<file path="src/rtl/rv32m_pkg.sv">
// Shared definitions for the RV32M divide datapath: width, op codes, FSM states, special results.
package rv32m_pkg;

  localparam int unsigned XLEN = 32;

  // funct3[1:0] encodings
  localparam logic [1:0] OP_DIV  = 2'b00;
  localparam logic [1:0] OP_DIVU = 2'b01;
  localparam logic [1:0] OP_REM  = 2'b10;
  localparam logic [1:0] OP_REMU = 2'b11;

  // Divider FSM state encoding
  typedef logic [1:0] div_state_t;
  localparam div_state_t ST_IDLE = 2'd0;
  localparam div_state_t ST_CALC = 2'd1;
  localparam div_state_t ST_FIX  = 2'd2;
  localparam div_state_t ST_DONE = 2'd3;

  // RISC-V special-case results
  localparam logic [XLEN-1:0] DIV0_Q  = {XLEN{1'b1}};
  localparam logic [XLEN-1:0] INT_MIN = {1'b1, {(XLEN-1){1'b0}}};

  // DIV and REM treat operands as two's complement
  function automatic logic op_is_signed(input logic [1:0] op);
    return (op == OP_DIV) || (op == OP_REM);
  endfunction

  // REM and REMU return the remainder instead of the quotient
  function automatic logic op_is_rem(input logic [1:0] op);
    return !((op == OP_DIV) || (op == OP_DIVU));
  endfunction

endpackage

</file>
<file path="src/rtl/div_unit_if.sv">
// Request/response bundle between the execute stage and the divider.
interface div_unit_if #(
  parameter int unsigned XLEN = rv32m_pkg::XLEN
);
  logic            start_i;
  logic [1:0]      op_i;
  logic [XLEN-1:0] rs1_i;
  logic [XLEN-1:0] rs2_i;
  logic            busy_o;
  logic            valid_o;
  logic [XLEN-1:0] result_o;

  modport master (
    output start_i, op_i, rs1_i, rs2_i,
    input  busy_o, valid_o, result_o
  );

  modport slave (
    input  start_i, op_i, rs1_i, rs2_i,
    output busy_o, valid_o, result_o
  );
endinterface

</file>
<file path="src/rtl/div_step.sv">
// One restoring-division iteration: shift in the next dividend bit and try to subtract the divisor.
module div_step #(
  parameter int unsigned W = 32
) (
  input  logic [W:0]   rem,
  input  logic         dvd_msb,
  input  logic [W-1:0] divisor,
  output logic [W:0]   rem_nxt_c,
  output logic         q_bit_c
);

  logic [W+1:0] shifted;
  logic [W+1:0] trial;

  // rem[W] is always zero between iterations, so one extra bit keeps the trial sign unambiguous
  always_comb begin
    shifted   = {rem, dvd_msb};
    trial     = shifted - {2'b00, divisor};
    q_bit_c   = ~trial[W+1];
    rem_nxt_c = q_bit_c ? trial[W:0] : shifted[W:0];
  end

endmodule

</file>
<file path="src/rtl/div_unit.sv">
// Iterative radix-2 restoring divider for DIV/DIVU/REM/REMU with a one-cycle special-case path.
module div_unit #(
  parameter int unsigned XLEN = 32
) (
  input  logic     clk_i,
  input  logic     rst_i,
  div_unit_if.slave bus
);
  import rv32m_pkg::*;

  localparam int unsigned        CNT_W    = 5;
  localparam logic [CNT_W-1:0]   CNT_LAST = CNT_W'(XLEN - 1);

  div_state_t       state_q,  state_d;
  logic [CNT_W-1:0] cnt_q,    cnt_d;
  logic [1:0]       op_q,     op_d;
  logic             q_neg_q,  q_neg_d;
  logic             r_neg_q,  r_neg_d;
  logic [XLEN-1:0]  dvd_q,    dvd_d;
  logic [XLEN-1:0]  dsr_q,    dsr_d;
  logic [XLEN-1:0]  quo_q,    quo_d;
  logic [XLEN:0]    rem_q,    rem_d;
  logic             busy_q,   busy_d;
  logic             valid_q,  valid_d;
  logic [XLEN-1:0]  result_q, result_d;

  logic [XLEN:0]    step_rem_c;
  logic             step_q_c;
  logic             sgn_c;
  logic [XLEN-1:0]  abs1_c, abs2_c;
  logic [XLEN-1:0]  quo_fix_c, rem_fix_c;

  div_step #(.W(XLEN)) u_step (
    .rem       (rem_q),
    .dvd_msb   (dvd_q[XLEN-1]),
    .divisor   (dsr_q),
    .rem_nxt_c (step_rem_c),
    .q_bit_c   (step_q_c)
  );

  // Operand magnitudes at acceptance and sign-corrected results for FIX
  always_comb begin
    sgn_c     = op_is_signed(bus.op_i);
    abs1_c    = (sgn_c && bus.rs1_i[XLEN-1]) ? (~bus.rs1_i + XLEN'(1)) : bus.rs1_i;
    abs2_c    = (sgn_c && bus.rs2_i[XLEN-1]) ? (~bus.rs2_i + XLEN'(1)) : bus.rs2_i;
    quo_fix_c = q_neg_q ? (~quo_q + XLEN'(1)) : quo_q;
    rem_fix_c = r_neg_q ? (~rem_q[XLEN-1:0] + XLEN'(1)) : rem_q[XLEN-1:0];
  end

  // Next-state, datapath and registered-output logic
  always_comb begin
    state_d  = state_q;
    cnt_d    = cnt_q;
    op_d     = op_q;
    q_neg_d  = q_neg_q;
    r_neg_d  = r_neg_q;
    dvd_d    = dvd_q;
    dsr_d    = dsr_q;
    quo_d    = quo_q;
    rem_d    = rem_q;
    busy_d   = 1'b0;
    valid_d  = 1'b0;
    result_d = result_q;

    case (state_q)
      ST_IDLE: begin
        if (bus.start_i) begin
          op_d = bus.op_i;
          if (bus.rs2_i == '0) begin
            result_d = op_is_rem(bus.op_i) ? bus.rs1_i : DIV0_Q;
            valid_d  = 1'b1;
            state_d  = ST_DONE;
          end else if (sgn_c && (bus.rs1_i == INT_MIN) && (bus.rs2_i == DIV0_Q)) begin
            result_d = op_is_rem(bus.op_i) ? '0 : INT_MIN;
            valid_d  = 1'b1;
            state_d  = ST_DONE;
          end else begin
            dvd_d   = abs1_c;
            dsr_d   = abs2_c;
            q_neg_d = sgn_c & (bus.rs1_i[XLEN-1] ^ bus.rs2_i[XLEN-1]);
            r_neg_d = sgn_c & bus.rs1_i[XLEN-1];
            quo_d   = '0;
            rem_d   = '0;
            cnt_d   = CNT_LAST;
            busy_d  = 1'b1;
            state_d = ST_CALC;
          end
        end
      end

      ST_CALC: begin
        rem_d  = step_rem_c;
        quo_d  = {quo_q[XLEN-2:0], step_q_c};
        dvd_d  = {dvd_q[XLEN-2:0], 1'b0};
        busy_d = 1'b1;
        if (cnt_q == '0) begin
          state_d = ST_FIX;
        end else begin
          cnt_d = cnt_q - CNT_W'(1);
        end
      end

      ST_FIX: begin
        result_d = op_is_rem(op_q) ? rem_fix_c : quo_fix_c;
        valid_d  = 1'b1;
        state_d  = ST_DONE;
      end

      ST_DONE: begin
        state_d = ST_IDLE;
      end

      default: begin
        state_d = ST_IDLE;
      end
    endcase
  end

  // State and datapath registers
  always_ff @(posedge clk_i or posedge rst_i) begin
    if (rst_i) begin
      state_q  <= ST_IDLE;
      cnt_q    <= '0;
      op_q     <= '0;
      q_neg_q  <= 1'b0;
      r_neg_q  <= 1'b0;
      dvd_q    <= '0;
      dsr_q    <= '0;
      quo_q    <= '0;
      rem_q    <= '0;
      busy_q   <= 1'b0;
      valid_q  <= 1'b0;
      result_q <= '0;
    end else begin
      state_q  <= state_d;
      cnt_q    <= cnt_d;
      op_q     <= op_d;
      q_neg_q  <= q_neg_d;
      r_neg_q  <= r_neg_d;
      dvd_q    <= dvd_d;
      dsr_q    <= dsr_d;
      quo_q    <= quo_d;
      rem_q    <= rem_d;
      busy_q   <= busy_d;
      valid_q  <= valid_d;
      result_q <= result_d;
    end
  end

  assign bus.busy_o   = busy_q;
  assign bus.valid_o  = valid_q;
  assign bus.result_o = result_q;

endmodule

</file>
<file path="src/flat_wrapper.sv">
// flat-port wrapper written by rule: the top's interface ports become plain ports
module div_unit_flat import rv32m_pkg::*;
#(
  parameter int unsigned XLEN = 32
)
  (clk_i, rst_i, bus_start_i, bus_op_i, bus_rs1_i, bus_rs2_i, bus_busy_o, bus_valid_o, bus_result_o);
  div_unit_if #(.XLEN(XLEN)) bus_i ();
  input  logic clk_i;
  input  logic rst_i;
  input wire logic [$bits(bus_i.start_i)-1:0] bus_start_i;
  input wire logic [$bits(bus_i.op_i)-1:0] bus_op_i;
  input wire logic [$bits(bus_i.rs1_i)-1:0] bus_rs1_i;
  input wire logic [$bits(bus_i.rs2_i)-1:0] bus_rs2_i;
  output wire logic [$bits(bus_i.busy_o)-1:0] bus_busy_o;
  output wire logic [$bits(bus_i.valid_o)-1:0] bus_valid_o;
  output wire logic [$bits(bus_i.result_o)-1:0] bus_result_o;
  assign bus_i.start_i = bus_start_i;
  assign bus_i.op_i = bus_op_i;
  assign bus_i.rs1_i = bus_rs1_i;
  assign bus_i.rs2_i = bus_rs2_i;
  assign bus_busy_o = bus_i.busy_o;
  assign bus_valid_o = bus_i.valid_o;
  assign bus_result_o = bus_i.result_o;
  div_unit #(.XLEN(XLEN)) u_core (.clk_i(clk_i), .rst_i(rst_i), .bus(bus_i));
endmodule
</file>
<file path="config.mk">
export PLATFORM = sky130hd
export DESIGN_NAME = div_unit_flat
export DESIGN_NICKNAME = d
export VERILOG_FILES = /design/src/rtl/rv32m_pkg.sv /design/src/rtl/div_unit_if.sv /design/src/rtl/div_step.sv /design/src/rtl/div_unit.sv /design/src/flat_wrapper.sv
export SDC_FILE = /design/constraint.sdc
export NUM_CORES = 1
export LEC_CHECK = 0
export ABC_CLOCK_PERIOD_IN_PS = 5200
export CAP_MARGIN = 40
export CORE_MARGIN = 2
export CORE_UTILIZATION = 50
export CTS_CLUSTER_DIAMETER = 150
export CTS_CLUSTER_SIZE = 40
export DETAILED_ROUTE_END_ITERATION = 8
export PLACE_DENSITY = 0.79
export SLEW_MARGIN = 20
export SYNTH_ARGS = -nofsm -noshare
export SYNTH_HDL_FRONTEND = slang
export SYNTH_SLANG_ARGS = --single-unit
</file>
<file path="constraint.sdc">
create_clock -name clk_i -period 5.2 [get_ports clk_i]
set_clock_uncertainty 0.15 [all_clocks]
set_input_delay 0.52 -clock clk_i [delete_from_list [all_inputs] [get_ports clk_i]]
set_output_delay 0.52 -clock clk_i [all_outputs]
set_load 0.005 [all_outputs]
</file>
# Word level (Yosys, flattened, before mapping)
# Index checks and enable logic that the tools add are counted.
dict set report word_totals {
  reg_bits 174
  output_inout_bits 34
  elab_cells 104
}
dict set report classes {
  addsub 6
  n_eq_ne 14
  mux 42
  bitwise 10
  reduce_logical 20
}
# op n
set op_table {}
lappend op_table {{32-bit two-way mux} 16}
lappend op_table {{32-bit case mux with 2 select lines} 3}
lappend op_table {{33-bit two-way mux} 4}
lappend op_table {{32-bit by 1-bit adder with 32-bit output, second input constant} 4}
lappend op_table {{32-bit NOT} 4}
lappend op_table {{33-bit case mux with 2 select lines} 1}
lappend op_table {{32-bit == test, second input constant} 2}
lappend op_table {{34-bit by 32-bit subtractor with 34-bit output} 1}
lappend op_table {{32-bit zero test} 1}
lappend op_table {{5-bit two-way mux} 4}
lappend op_table {{5-bit case mux with 2 select lines} 1}
lappend op_table {{2-bit two-way mux} 4}
lappend op_table {{2-bit != test, second input constant} 4}
lappend op_table {{2-bit case mux with 4 select lines} 1}
lappend op_table {{4-bit AND reduction} 2}
lappend op_table {{2-bit by 1-bit == test with 1-bit output, second input constant} 3}
lappend op_table {{2-bit == test, second input constant} 3}
lappend op_table {{2-bit zero test} 3}
lappend op_table {{1-bit two-way mux} 6}
lappend op_table {{5-bit zero test} 1}
lappend op_table {{5-bit AND reduction} 1}
lappend op_table {{5-bit by 1-bit subtractor with 5-bit output, second input constant} 1}
lappend op_table {{1-bit logical AND} 4}
lappend op_table {{1-bit case mux with 2 select lines} 2}
lappend op_table {{other kinds (9)} 16}

# Longest topological paths before layout
# Gate-level depths: netlist of run 1.
dict set report depth {
  word_depth 8
  depth_mapped 13
  mapped_depth_nobuf 13
}

# Hierarchy
# A second synthesis of run 1 with hierarchy kept.
dict set report hier_totals {
  hier_cells 1609
  hier_area_um2 13279.0
}
# mod instances cells_per_inst area_per_inst_um2 seq_area_each_um2
set by_module_without_submodules {}
lappend by_module_without_submodules {div_unit 1 1281 11108.2 4329.2}
lappend by_module_without_submodules {div_step 1 328 2170.8 0.0}

# Worst setup path after synthesis of run 1
# Ideal clock, no wire load.
dict set report synth_path {
  path_type {reg-to-reg}
  startpoint {register u_core.rem_q[1]}
  endpoint {register u_core.rem_q[25]}
  setup_ns 0.133
  arrival_ns 2.976
  t_required_ns 4.917
  slack_ns 1.941
  path_stages_with_launch 12
  cell_sequence {dfrtp_1 -> ha_1 -> o211ai_1 -> a21oi_1 -> a2111oi_0 -> o21ai_0 -> a21oi_1 -> a31oi_1 -> nand2_1 -> clkbuf_1 -> mux2i_1 -> o21ai_0}
}
dict set report synth_between {
  elab_chain_cells 3
}
# element line
set synth_lines {}
lappend synth_lines {{from (decl)} div_unit.sv:22} ;# logic [XLEN:0] rem_q, rem_d;
lappend synth_lines {{from (signal assigned)} div_unit.sv:143} ;# rem_q <= rem_d;
lappend synth_lines {{34-bit by 32-bit subtractor with 34-bit output} div_step.sv:18} ;# trial = shifted - {2'b00, divisor};
lappend synth_lines {{33-bit two-way mux} div_step.sv:20} ;# rem_nxt_c = q_bit_c ? trial[W:0] : shifted[W:0];
lappend synth_lines {{33-bit case mux with 2 select lines} div_unit.sv:65} ;# case (state_q)
# No other way between the ends.
# A chain may end at the register's enable or synchronous reset.

# Final worst setup path of run 1
dict set report layout_path {
  startpoint {register u_core.rem_q[1]}
  endpoint {register u_core.rem_q[24]}
}
# The elaborated chain is that of the path after synthesis.

==> key figures, run 1 <==
Status
  • Status: finished, final reports clean

GRT
  • Grt peak-use layer: met2
  • Met2 usage: approximately 40%
  • Vias in the first global route: between 10000 and 15000
  • Gr usage total: 25.5%
  • Met1 GRT Util: 35.0%
  • First-pass GRT wire length: 53300 µm
  • GR Util met3: 4.32%
  • Initial antenna violation count: 0
  • Remaining global-route overflow: 0
  • Largest net degree at the start of global routing: 174

Yosys
  • Syn Area/Cell: 8.12 µm²
  • Main synth FF type: dfrtp_1
  • Synthesized area: 12100 µm²
  • Syn Nets: 1604
  • Yosys warning total: 0
  • Register area share after synthesis: between 30% and 40%
  • Yosys cell types: 66
  • FF+latch count, synth: around 170
  • Post-synth ARST share: 100%
  • Cells after Synth: 1491
  • EDFF count, synth: 0

Drt
  • Drt wl/cell: 17.4 µm
  • DRT iter0 DRCs: 1183
  • DR vias/cell: 6.06
  • Post-DRT Antenna Nets: 0
  • Pre-Repair DR Iteration Count: 5
  • Final wirelength: 32900 µm
  • Routed vias: 11400
  • DRC violations left: 0

Clock network
  • H-Tree Level Count: 4
  • Skew-Pair Late Insertion Delay: 0.44 ns
  • Post-CTS Setup Bufs: 0
  • Clock transition at the registers of the reported paths: 0.07 ns
  • CTS tree: done
  • Sink Count: 173
  • Max Root-Sink Buffers: 2
  • Post_cts resized: 0
  • Clock root buffer: clkbuf_16
  • Post-CTS Hold Buffers: 0
  • Clock buffer count from CTS: 17

Worst hold path
  • WHS Path Cells: 2
  • Worst min-delay path class: reg2reg

STA
  • Worst-margin pin slew: approximately 0.93 ns
  • Tcrit/Tclk final: between 70% and 80%
  • RSZ-0062 raised after global routing: no
  • Crit path time final: ~4.0 ns
  • Total negative slack: 0 ns
  • Fin. Hold Viols: 0
  • Setup violators final: 0
  • Post-route worst setup slack: between 1 and 1.5 ns
  • Fmax: 249 MHz
  • Max-slew violations: 0
  • Relative slew margins: between 30 and 40%

Job
  • Maxcap violations: 0

Critical path
  • Crit Path Max Fanout: 35
  • Worst path cell trace: ha_1, o211ai_1, a21oi_1, a2111oi_0, o21ai_0, a21oi_1, o32a_1, nand2_1, buf_4, and3_1, a221o_1
  • Cell mode on critical path: a21oi_1
  • Max incr delay on CP: roughly 0.66 ns
  • Worst path arrival time: ~4.2 ns
  • Cells on worst reg2reg path: 11
  • CP Class: reg2reg
  • Slowest cell on crit path: a2111oi_0
  • Critical path launch point type: register
  • CP endpoint kind: register
  • Worst EP required: 5.37 ns

Power
  • Leakage power: ~6.3 nW
  • Clock power share: approximately 20%
  • Worst VDD drop: a little over 0.0003 V
  • PwrDens: about 420 nW/µm²
  • Power consumption: approximately 0.0059 W
  • Combinational fraction of design power: 46.9%
  • Flop pwr share: 33.1%
  • Switching Fraction: 42.3%
  • Switch Pwr: 0.00249 W
  • Internal power: 0.00339 W

Die
  • IO Pins: 103
  • Die W: 160 µm
  • Initial Util: 51.2%
  • DIE HEIGHT: 160 µm
  • Core area: 23600 µm²
  • Row count: 56
  • DIE AREA: 25500 µm²

Layout
  • Util after Layout: 59.2%
  • ANT cells: 0
  • Fin area: about 14000 µm²
  • Layout Nets: 1668
  • Most frequent cells in the layout: 213 x nand2_1, 173 x dfrtp_1, 136 x o21ai_0, 118 x a21oi_1, 116 x nor2_1
  • Commonest non-fill, non-tap cell in the layout: nand2_1
  • Share of post-route cells with drive strength above 1: 4.59%
  • Area growth syn-to-layout: 15.6%

Placed design
  • Detail Placement HPWL: 24200 µm
  • GP Congestion: 0.975
  • Placed cell area: 13400 µm²
  • Post-placement setup slack: ~0.9 ns
  • Port buffer count: 102
[state kept, by name, summed over array words and instances, names as in the netlist]
signal	cells
u_core.rem_q	33
u_core.bus.result_o	32
u_core.dsr_q	32
u_core.dvd_q	32
u_core.quo_q	32
u_core.cnt_q	5
u_core.state_q	2
u_core.bus.busy_o	1
u_core.bus.valid_o	1
u_core.op_q	1
u_core.q_neg_q	1
u_core.r_neg_q	1
[per-stage QoR]
step                instances  hold WS (ns)
finish                   1886         0.331
global route             1886         0.359
CTS                      1880         0.333
detailed placement       1849         0.318
global placement         1847         0.311
floorplan                1491         0.299
[synth_stat cells, types with 3 or more instances]
| library cell | number | share of area [%] |
|---|---|---|
| nand2b_1 | 12 | 0.62 |
| nor2_1 | 117 | 3.6 |
| a31oi_1 | 14 | 0.72 |
| nand2_1 | 213 | 6.6 |
| o21ai_0 | 136 | 5.6 |
| nor4_1 | 15 | 0.78 |
| inv_1 | 65 | 2.0 |
| ha_1 | 43 | 4.4 |
| a21boi_0 | 4 | 0.25 |
| o22ai_1 | 9 | 0.47 |
| or4_1 | 16 | 0.99 |
| buf_2 | 12 | 0.50 |
| xor2_1 | 52 | 3.8 |
| o211ai_1 | 12 | 0.74 |
| a21o_1 | 15 | 0.93 |
| o31a_1 | 3 | 0.22 |
| a221o_1 | 10 | 0.83 |
| nor2b_1 | 7 | 0.36 |
| o221ai_1 | 9 | 0.65 |
| a32oi_1 | 12 | 0.87 |
| xnor2_1 | 93 | 6.7 |
| nand3_1 | 41 | 1.7 |
| or4_4 | 3 | 0.28 |
| or2_2 | 5 | 0.26 |
| nand3b_1 | 3 | 0.19 |
| o21ai_1 | 9 | 0.37 |
| nor3_1 | 29 | 1.2 |
| o31ai_1 | 46 | 2.9 |
| clkbuf_1 | 62 | 1.9 |
| a21oi_1 | 118 | 4.9 |
| nand4_1 | 17 | 0.88 |
| a211oi_1 | 13 | 0.81 |
| o21bai_1 | 4 | 0.25 |
| o41ai_1 | 13 | 0.94 |
| mux2i_1 | 23 | 1.9 |
| dfrtp_1 | 173 | 36 |
| or3_1 | 20 | 1.0 |
| and3_1 | 5 | 0.26 |
| o2111ai_1 | 3 | 0.22 |
| buf_1 | 3 | 0.093 |
[power by group through the flow]
stage                     registers (W)  clock network, W  logic (W)
final                           0.00194           0.00118    0.00276
after global routing            0.00199           0.00124    0.00307
after CTS                       0.00197           0.00119    0.00268
after detailed placement        0.00199                 0    0.00267
after global placement          0.00200                 0    0.00256
after floorplan                 0.00191                 0    0.00189
[final timing paths]
check                           slack [ns]                                start                                   to
worst max-delay path                  1.19          u_core.rem_q[1]$_DFFE_PP0P_         u_core.rem_q[24]$_DFFE_PP0P_
worst min-delay path                  0.33  u_core.bus.result_o[30]$_DFFE_PP0P_  u_core.bus.result_o[30]$_DFFE_PP0P_
worst max register to register        1.19          u_core.rem_q[1]$_DFFE_PP0P_         u_core.rem_q[24]$_DFFE_PP0P_
worst min register to register        0.33  u_core.bus.result_o[30]$_DFFE_PP0P_  u_core.bus.result_o[30]$_DFFE_PP0P_
max in group asynchronous             3.68                                rst_i         u_core.quo_q[30]$_DFFE_PP0P_
min in group asynchronous             0.51                                rst_i          u_core.dvd_q[7]$_DFFE_PP0P_
[critical path, delay by kind of cell (launching register included)]
family | cells | cell delay, ns
compound gates | 7 | 2.29
flops | 1 | 0.45
fa+ha+maj | 1 | 0.39
simple gates | 2 | 0.32
buf+inv | 1 | 0.29
[area by class of cell]
type	count	area, µm²
inverters	67	255
clock inverters	13	92.6
fillers	2092	9620
well taps	319	399
clock buffers	18	429
multi-input cells	1172	7250
flip-flops and latches	173	4330
repair buffers	124	1230
[layer usage]
metal / vias up / part of all wire (%) / wire length (µm)
li1: 5467 / - / -
met1: 5352 / 44 / 14600
met2: 528 / 45 / 14800
met3: 77 / 7.4 / 2420
met4: 0 / 3.4 / 1100
met5: - / 0 / 0
[cells by family after synthesis]
family	count (synthesis)	share of synthesized area, %
DFF	173	35.8
AOI/OAI and AO/OA	444	22.7
muxes	24	2.00
adders and majority gates	44	4.61
xor gates and xnor gates	145	10.5
and+or+nand+nor	515	19.7
buffers and inverters	146	4.71
No activity file was read; power rests on OpenSTA's default activity.
==> run 2, diff against run 1 <==
--- a/config.mk
+++ b/config.mk
@@ -5,14 +5,14 @@
 export SDC_FILE = /design/constraint.sdc
 export NUM_CORES = 1
 export LEC_CHECK = 0
-export ABC_CLOCK_PERIOD_IN_PS = 5200
+export ABC_CLOCK_PERIOD_IN_PS = 3880
 export CAP_MARGIN = 40
 export CORE_MARGIN = 2
 export CORE_UTILIZATION = 50
 export CTS_CLUSTER_DIAMETER = 150
 export CTS_CLUSTER_SIZE = 40
 export DETAILED_ROUTE_END_ITERATION = 8
-export PLACE_DENSITY = 0.79
+export PLACE_DENSITY = 0.76
 export SLEW_MARGIN = 20
 export SYNTH_ARGS = -nofsm -noshare
 export SYNTH_HDL_FRONTEND = slang
==> constraint.sdc (replaced) <==
create_clock -name clk_i -period 3.88 [get_ports clk_i]
set_clock_uncertainty 0.15 [all_clocks]
set_input_delay 0.388 -clock clk_i [delete_from_list [all_inputs] [get_ports clk_i]]
set_output_delay 0.388 -clock clk_i [all_outputs]
set_load 0.005 [all_outputs]
==> key figures, run 2 (synthesis results as in run 1) <==
Placed design
  • GP Congestion: 0.948
  • Detail Placement HPWL: between 20000 and 30000 µm
  • Cell total after placement: 1882
  • Port buffer count: 102

Critical path
  • Crit Path Max Fanout: 6
  • Critical path launch point type: register
  • Delay-heaviest family, CP: simple AND/OR/NAND/NOR gates
  • Cells on worst reg2reg path: 10
  • Worst path depth: 10
  • Worst EP required: 4.05 ns
  • Worst path cell trace: buf_4, nor4_1, nand4_1, or4_1, or2_2, o31ai_1, xor2_1, mux2i_1, o221ai_1, a21oi_1
  • Slowest cell on crit path: nor4_1
  • Max incr delay on CP: ~0.60 ns
  • Buf/Inv on CP: 1
  • Worst path arrival time: 3.75 ns
  • CP Class: reg2reg
  • CP endpoint kind: register

Drt
  • Final wirelength: 33900 µm
  • Pre-Repair DR Iteration Count: 5
  • DR vias/cell: 6.00
  • Drt wl/cell: 17.7 µm
  • DRT iter0 DRCs: 1020
  • DRC violations left: 0
  • Routed vias: 11500
  • Post-DRT Antenna Nets: 0

Clock network
  • Clock root buffer: clkbuf_16
  • CTS tree: done
  • Skew-Pair Late Insertion Delay: 0.44 ns
  • H-Tree Level Count: 4
  • Post-CTS Hold Buffers: 0
  • Clock buffer count from CTS: 17
  • Clock transition at the registers of the reported paths: 0.07 ns
  • Post-CTS Setup Bufs: 0
  • Post_cts resized: 0
  • Max Root-Sink Buffers: 2
  • Sink Count: 173

GRT
  • Vias in the first global route: 10700
  • Remaining global-route overflow: 0
  • Gr usage total: 26.4%
  • Largest net degree at the start of global routing: 92
  • First-pass GRT wire length: 55000 µm
  • Initial antenna violation count: 0

Die
  • Row count: 56
  • Initial Util: 51.2%
  • IO Pins: 103
  • DIE AREA: between 20000 and 30000 µm²
  • DIE HEIGHT: 160 µm
  • Core area: 23600 µm²
  • Die W: roughly 160 µm

Layout
  • ANT cells: 0
  • Commonest non-fill, non-tap cell in the layout: nand2_1
  • Fillers: ~2100
  • Post-Layout Cell Count: 1915
  • Share of post-route cells with drive strength above 1: 6.14%
  • Area growth syn-to-layout: 19.0%
  • Layout Nets: 1697
  • Number of flip-flops in the largest register: 33
  • Most frequent cells in the layout: 213 x nand2_1, 173 x dfrtp_1, 136 x o21ai_0, 118 x a21oi_1, 116 x nor2_1
  • Register name with the most flops: u_core.rem_q

STA
  • Relative slew margins: approximately 47%
  • Max-slew violations: 0
  • Fmax: 279 MHz
  • Fin Hold WS: 0.146 ns
  • RSZ-0062 raised after global routing: no
  • Setup violators final: 0
  • Total negative slack: 0 ns
  • Worst-margin pin slew: 0.798 ns
  • Crit path time final: 3.58 ns
  • Tcrit/Tclk final: 92.3%
  • Fin. Hold Viols: 0

Power
  • Worst VDD drop: 0.000481 V
  • Power consumption: 0.00829 W
  • Leakage power: 6.47 nW
  • PwrDens: slightly below 600 nW/µm²

Job
  • Maxcap violations: 0

Status
  • Status: finished, final reports clean

Worst hold path
  • Worst min-delay path class: in2async
[run 2: per-stage QoR]
step | util [%] | worst slack (ns) | instance area [µm²]
finish | 61.0 | 0.299 | 14400
detailed placement | 58.2 | 0.234 | 13700
floorplan | - | 0.621 | 12100
CTS | 60.9 | 0.331 | 14400
global route | 61.0 | 0.0828 | 14400
global placement | 58.1 | 0.320 | 13700
[run 2: worst register-to-register path, delay by kind of cell (launching register included)]
family                 cells  cell delay [ns]
flip-flops                 1             0.40
buffers and inverters      1             0.16
XOR/XNOR                   1             0.26
AO/OA/AOI/OAI              3             0.56
AND/OR/NAND/NOR            4             1.79
multiplexers               1             0.14
[run 2: final timing paths]
check / startpoint / to / slack [ns]
worst max-delay path: u_core.rem_q[5]$_DFFE_PP0P_ / u_core.bus.result_o[25]$_DFFE_PP0P_ / 0.30
worst min-delay path: rst_i / u_core.dvd_q[4]$_DFFE_PP0P_ / 0.15
worst max register to register: u_core.rem_q[5]$_DFFE_PP0P_ / u_core.bus.result_o[25]$_DFFE_PP0P_ / 0.30
worst min register to register: u_core.dsr_q[13]$_DFFE_PP0P_ / u_core.dsr_q[13]$_DFFE_PP0P_ / 0.33
max in group asynchronous: rst_i / u_core.quo_q[11]$_DFFE_PP0P_ / 2.58
min in group clk_i: u_core.dsr_q[13]$_DFFE_PP0P_ / u_core.dsr_q[13]$_DFFE_PP0P_ / 0.33
[run 2: cell type report]
type | instances | area, µm² | area share [%]
well taps | 319 | 399 | 2.77
flip-flops and latches | 173 | 4330 | 30.1
multi-input cells | 1172 | 7250 | 50.3
inverters | 67 | 255 | 1.77
clock inverters | 10 | 189 | 1.31
repair buffers | 153 | 1540 | 10.7
clock buffers | 21 | 440 | 3.06
[run 2: report_power, final]
part / switching, W / internal, W
clock network: 0.000740 / 0.00114
logic: 0.00230 / 0.00150
registers: 0.000300 / 0.00231
total: 0.00334 / 0.00496
[run 2: routing by layer]
metal | global-route usage, % | wire [µm] | share of wire [%] | up-vias
li1 | - | - | - | 5521
met1 | 36.3 | 15000 | 44 | 5487
met2 | 42.5 | 15600 | 46 | 430
met3 | 4.53 | 2370 | 7.0 | 61
met4 | 8.51 | 872 | 2.6 | 0
met5 | 0 | 0 | 0 | -
==> edit 1: new RTL, config.mk and constraints of run 1 <==
`XLEN` is set to 32 in 3 places; all go to 64.
--- a/src/rtl/rv32m_pkg.sv
+++ b/src/rtl/rv32m_pkg.sv
@@ -2,5 +2,5 @@
 package rv32m_pkg;
 
-  localparam int unsigned XLEN = 32;
+  localparam int unsigned XLEN = 64;
 
   // funct3[1:0] encodings
--- a/src/rtl/div_unit.sv
+++ b/src/rtl/div_unit.sv
@@ -1,5 +1,5 @@
 // Iterative radix-2 restoring divider for DIV/DIVU/REM/REMU with a one-cycle special-case path.
 module div_unit #(
-  parameter int unsigned XLEN = 32
+  parameter int unsigned XLEN = 64
 ) (
   input  logic     clk_i,
--- a/src/flat_wrapper.sv
+++ b/src/flat_wrapper.sv
@@ -2,5 +2,5 @@
 module div_unit_flat import rv32m_pkg::*;
 #(
-  parameter int unsigned XLEN = 32
+  parameter int unsigned XLEN = 64
 )
   (clk_i, rst_i, bus_start_i, bus_op_i, bus_rs1_i, bus_rs2_i, bus_busy_o, bus_valid_o, bus_result_o);
Ports: changed (resized bus_result_o, bus_rs1_i and bus_rs2_i); port bits go from 103 to 199. The function was not compared with the original's and may differ.
==> edit 1 against run 1 <==
- sequential share of layout area decreased by 0.40 points
- total power increased to 2.7 times the old value
- die area increased by 99%
- count of clock-buffer cells in the layout decreased by 4
- sequential cell count increased by 160
- routed wire length increased by 110%
- area after synthesis increased by 100%
- design area increased by 95%
- non-clock buffer count increased by 129
- via count increased by 100%
- setup slack got worse by 0.83 ns
- largest power group unchanged
- highest routed layer unchanged
==> edit 1: results (changes against run 1) <==
OUTCOME='complete, no violations'
NUMBER_OF_ANTENNA_VIOLATIONS_AT_THE_FIRST_CHECK_IN_GLOBAL_ROUTING=0  # unchanged
TNS_NS=0  # unchanged
TOP_REGISTER='u_core.rem_q'
DIODES=0  # unchanged
VDD.IR_DROP.WORST_mV=0.4140  # +36%
YS_WARN_COUNT=0  # unchanged
GROUTE.USAGE.OVERALL_PCT=26.85  # +1.4 points
POWER.LEAKAGE_nW=11.20  # +79%
FMAX_GHz=0.2067  # -17%
INTERNAL_DISSIPATION_W=0.007970  # +140%
DESIGN.FINAL.NETS=3401  # +100%
POST-CTS-SETUP-BUFFER-COUNT=0  # unchanged
VIAS=22933  # +100%
SYNTH_ASYNC_RESET_RATIO_PCT=100.0  # unchanged
SLEW-LIMIT-HEADROOM_PCT=42.50  # +4.8 points
YS_TOP_CELLS_BY_COUNT='483 x nand2_1, 333 x dfrtp_1, 302 x o21ai_0'
POST_DRT_VIA_CELL_RATIO=6.019  # -0.63%
DRT_PRE_ANTENNA_ITERS=6  # +1
REGTOREGSETUPSLACK_NS=0.36  # -0.83 ns
HP-CLASS='primary input to async pin'
SYNTH_TOP_CELLS_BY_AREA='dfrtp_1 34%, nand2_1 7.4%, o21ai_0 6.2%, xnor2_1 5.8%, a21oi_1 5.4%'
FINALWEIGHTEDCONGESTION=0.9465  # -2.9%
DP_HPWL_MM=52.94  # +120%
NUMBER_OF_VIOLATIONS_REPORTED_AT_THE_END_OF_DETAILED_ROUTING_ITERATION_0=2482  # +110%
DETAILEDPLACE.WORSTSLACK_NS=0.4687  # -0.4474 ns
LARGEST_REGISTER_FFS=65  # +97%
CTS-HOLD-FIX-BUFFERS=0  # unchanged
GRT_PASS1_VIAS=20452  # +95%
AVGROUTEDWIREPERCELL_UM=18.19  # +4.4%
MAXIMUM_NUMBER_OF_PINS_ON_ONE_NET_BEFORE_GLOBAL_ROUTE_REPAIR=126  # -28%
POST_CTS.RESIZED_INSTANCES=0  # unchanged
MAX-CLOCK-PATH-BUFFERS=3  # +1
DRIVE_ABOVE_1_SHARE_PCT=3.725  # -0.87 points
CLOCK-ROOT-BUFFER='clkbuf_16'
SYNTH.AVG_CELL_AREA_UM2=7.845  # -3.3%
WORSTPATHMAXFANOUT=53  # +51%
CTS_MAX_LEVEL=1  # -3
CRITPATHARRIVALTIME_NS=5.13  # +0.94 ns
CTS_INSERTED_BUFFERS=12  # -5
YOSYSUNIQUECELLTYPES=77  # +17%
HOLD_WS_NS=0.2332  # -0.09812 ns
IO_BUFFERS=198  # +94%
PRIMARY_FLIP_FLOP_CELL_CHOSEN_BY_SYNTHESIS_MAPPING='dfrtp_1'
SYNTH.YOSYS.SEQ_AREA_SHARE_PCT=34.14  # -1.6 points
FIRST_PASS_GRT_WIRE_LENGTH_MM=111.2  # +110%
CLOCK_LATENCY_LATE_SINK_NS=0.54  # +0.10 ns
PLACE.DETAILED.INSTANCES=3791  # +110%
CLOCK_TRANSITION_AT_THE_REGISTERS_OF_THE_REPORTED_PATHS_NS=0.15  # +0.08 ns
SYN_NETS=3320  # +110%
-- edit 1: kinds of logic (layout without fill, tap and decap cells) --
| logic type | Yosys count | in the layout | share of synthesized area [%] |
|---|---|---|---|
| simple gates | 1047 | 1047 | 19.51 |
| compound gates | 996 | 996 | 23.87 |
| flops | 333 | 333 | 34.14 |
| xor+xnor | 299 | 299 | 10.73 |
| buf+inv | 295 | 379 | 5.152 |
| fa+ha+maj | 76 | 76 | 3.927 |
| mux | 65 | 65 | 2.676 |
-- edit 1: power groups by stage --
stage | Combinational (W) | Clock [W] | Sequential (W)
2_1_floorplan | 0.00740 | 0 | 0.00411
3_3_place_gp | 0.00962 | 0 | 0.00442
3_5_place_dp | 0.00981 | 0 | 0.00444
4_1_cts | 0.00983 | 0.00134 | 0.00439
5_1_grt | 0.0111 | 0.00142 | 0.00453
6_report | 0.00997 | 0.00132 | 0.00442
-- edit 1: area by class of cell --
cell class	instances	area, um2
Clock buffer	14	329.1
Clock inverter	3	31.28
Fill cell	4432	20660
Inverter	109	412.9
Multi-Input combinational cell	2483	14850
Sequential cell	333	8334
Tap cell	615	769.5
Timing Repair Buffer	253	2561
-- edit 1: through the flow --
stage	cell area (um2)	total power [W]
final	27290	0.01571
after global routing	27290	0.01702
after CTS	27230	0.01556
after detailed placement	26870	0.01425
after global placement	26860	0.01404
after floorplan	24410	0.01150
-- edit 1: critical path, stage by stage, from the launching register on --
cell	delay, ns
dfrtp_1	0.49
ha_1	0.45
nand3_1	0.16
nor3_1	0.39
o2111ai_1	0.24
a211oi_1	0.27
buf_4	0.19
o2111ai_1	0.19
a2111oi_1	0.68
nor3_1	0.15
or3_2	0.64
buf_12	0.27
mux2i_1	0.19
o21ai_0	0.25
-- edit 1: routing by layer --
layer / track usage (%) / vias to the layer above / part of all wire [%]
met5: 0 / - / 0
met4: 4.871 / 0 / 1.8
met3: 1.760 / 71 / 7.3
met2: 41.19 / 932 / 43
met1: 41.84 / 10754 / 48
li1: - / 11176 / -
-- edit 1: path summary, 6_finish.rpt --
path / from / end / cells after the start
max: u_core.rem_q[7] / u_core.rem_q[37] / 13
min: rst_i / u_core.quo_q[28] / 2
max reg2reg: u_core.rem_q[7] / u_core.rem_q[37] / 13
min reg2reg: u_core.dvd_q[7] / u_core.dvd_q[7] / 2
max in group asynchronous: rst_i / u_core.dsr_q[63] / 3
min in group clk_i: u_core.dvd_q[7] / u_core.dvd_q[7] / 2
==> edit 2: new RTL, config.mk and constraints of run 1 <==
Without the edit above. `result_q` no longer has a reset.
--- a/src/rtl/div_unit.sv
+++ b/src/rtl/div_unit.sv
@@ -131,5 +131,4 @@
       busy_q   <= 1'b0;
       valid_q  <= 1'b0;
-      result_q <= '0;
     end else begin
       state_q  <= state_d;
@@ -144,6 +143,9 @@
       busy_q   <= busy_d;
       valid_q  <= valid_d;
-      result_q <= result_d;
     end
+  end
+
+  always_ff @(posedge clk_i) begin
+    result_q <= result_d;
   end
 
Behaviour: not the same (a bounded check fails within 4 cycles, from zero or initial values and one cycle with rst_i high).
==> edit 2 against run 1 <==
- routed wire length increased by 0.15%
- setup slack worse by 0.050 ns
- total power increased by 9.3%
- sequential cell count did not move
- critical path depth is the same
- area after synthesis is 2.7% higher
- design area rose by 2.8%
- largest cell class unchanged
- highest routed layer unchanged
==> edit 2: results (changes against run 1) <==
OUTCOME='complete, no violations'
CLOCK_LATENCY_LATE_SINK_NS=0.44  # about the same
NUMBER_OF_VIOLATIONS_REPORTED_AT_THE_END_OF_DETAILED_ROUTING_ITERATION_0=1031  # -13%
DP_HPWL_MM=24.31  # +0.30%
CRITPATHARRIVALTIME_NS=4.23  # +0.04 ns
REG2REG_TO='u_core.rem_q[20]'
CLOCK-ROOT-BUFFER='clkbuf_16'
DRIVE_ABOVE_1_SHARE_PCT=5.962  # +1.4 points
LARGEST_REGISTER_FFS=33  # unchanged
YS_TOP_CELLS_BY_COUNT='232 x nand2_1, 146 x o21ai_0, 141 x dfrtp_1'
DRT_PRE_ANTENNA_ITERS=5  # unchanged
YS_WARN_COUNT=0  # unchanged
POWER.LEAKAGE_nW=5.905  # -5.6%
MAX-CLOCK-PATH-BUFFERS=2  # unchanged
NUMBER_OF_ANTENNA_VIOLATIONS_AT_THE_FIRST_CHECK_IN_GLOBAL_ROUTING=0  # unchanged
YOSYSUNIQUECELLTYPES=72  # +9.1%
SETUP_VIOL_COUNT_FINAL=0  # unchanged
VIAS=11144  # -2.5%
TOP_REGISTER='u_core.rem_q'
POST-CTS-SETUP-BUFFER-COUNT=0  # unchanged
HP-CLASS='primary input to async pin'
MAXIMUM_NUMBER_OF_PINS_ON_ONE_NET_BEFORE_GLOBAL_ROUTE_REPAIR=96  # -45%
CTS_MAX_LEVEL=4  # unchanged
REG2REGPATHDEPTH=11  # unchanged
IO_BUFFERS=102  # unchanged
REGTOREGSETUPSLACK_NS=1.14  # -0.05 ns
FIRST_PASS_GRT_WIRE_LENGTH_MM=53.16  # -0.23%
SYN_NETS=1590  # -0.87%
GROUTE.USAGE.OVERALL_PCT=25.10  # -0.38 points
INTERNAL_DISSIPATION_W=0.003642  # +7.4%
CLOCK_TRANSITION_AT_THE_REGISTERS_OF_THE_REPORTED_PATHS_NS=0.08
SLEW-LIMIT-HEADROOM_PCT=50.10  # +12 points
CTS_INSERTED_BUFFERS=17  # unchanged
SYNTH_ASYNC_RESET_RATIO_PCT=81.50  # -18 points
SYNTH.YOSYS.SEQ_AREA_SHARE_PCT=36.14  # +0.36 points
PRIMARY_FLIP_FLOP_CELL_CHOSEN_BY_SYNTHESIS_MAPPING='dfrtp_1'
SYNTH_TOP_CELLS_BY_AREA='dfrtp_1 28%, edfxtp_1 7.7%, nand2_1 7.0%, xnor2_1 6.1%, o21ai_0 5.9%'
ANTENNA_LEFT=0  # unchanged
DIODES=0  # unchanged
POST_CTS.RESIZED_INSTANCES=0  # unchanged
WORSTPATHMAXFANOUT=38  # +8.6%
AVGROUTEDWIREPERCELL_UM=17.63  # +1.2%
GRT_PASS1_VIAS=10384  # -0.94%
SYNTH_ENABLE_FLOP_CELLS=32  # +32
VDD.IR_DROP.WORST_mV=0.2783  # -8.6%
R2R-START='u_core.rem_q[0]'
FINALWEIGHTEDCONGESTION=0.9462  # -2.9%
[edit 2: cell type report]
cell class              instances  area, um2
multi-input cells            1149       7351
fillers                      2151      10010
clock buffers                  17      425.4
flip-flops and latches        173       4491
well taps                     324      405.4
repair buffers                122       1257
clock inverters                15      190.2
inverters                      67      256.5
[edit 2: power groups by stage]
stage | registers, W | logic [W] | clock network [W]
6_report | 0.00205 | 0.00304 | 0.00133
5_1_grt | 0.00210 | 0.00338 | 0.00140
4_1_cts | 0.00206 | 0.00299 | 0.00134
3_5_place_dp | 0.00209 | 0.00298 | 0
3_3_place_gp | 0.00212 | 0.00281 | 0
2_1_floorplan | 0.00197 | 0.00221 | 0
[edit 2: worst max-delay path by stage]
stage                          from           endpoint  depth (start not counted)
global placement      bus_rs1_i[31]   u_core.dvd_q[11]                          9
global route        u_core.rem_q[0]   u_core.rem_q[29]                         11
detailed placement    bus_rs1_i[31]    u_core.dvd_q[8]                         10
floorplan                     rst_i  u_core.bus.busy_o                          1
finish              u_core.rem_q[0]   u_core.rem_q[20]                         11
CTS                 u_core.rem_q[0]   u_core.rem_q[20]                         11
[edit 2: cell families after synthesis]
family,Yosys count,synth area share (%)
AO/OA/AOI/OAI,431,22.25
XOR/XNOR,147,10.36
adder cells (fa/ha/maj),44,4.492
buffers and inverters,155,4.936
flip-flops,173,36.14
multiplexers,33,2.689
AND/OR/NAND/NOR,494,19.13
[edit 2: critical path: stages, from the launching register on]
cell and delay (ns):
dfrtp_1 0.50, ha_1 0.34, nor2b_1 0.15, o31ai_1 0.50, a211oi_1 0.27, o211a_1 0.34
o311ai_1 0.42, nor2_1 0.15, nor3_4 0.22, buf_4 0.47, nor3b_1 0.11, a221o_1 0.28
[edit 2: routing by layer]
metal / GRT usage, % / share of wire [%] / vias up
met4: 7.080 / 2.3 / 0
met5: 0 / 0 / -
met3: 4.058 / 7.1 / 61
li1: - / - / 5366
met2: 41.57 / 47 / 456
met1: 34.19 / 44 / 5261
[edit 2: stage by stage]
step / instances / instance area, um2 / util [%] / hold slack, ns / worst slack (ns)
final: 1867 / 14380 / 58.94 / 0.2435 / 1.138
after detailed placement: 1831 / 13710 / 56.20 / 0.3243 / 1.047
after floorplan: 1477 / 12420 / - / 0.2990 / 0.7488
after global placement: 1826 / 13620 / 55.84 / 0.3121 / 1.064
after global routing: 1867 / 14380 / 58.94 / 0.2571 / 0.9075
after CTS: 1863 / 14320 / 58.73 / 0.2559 / 1.215
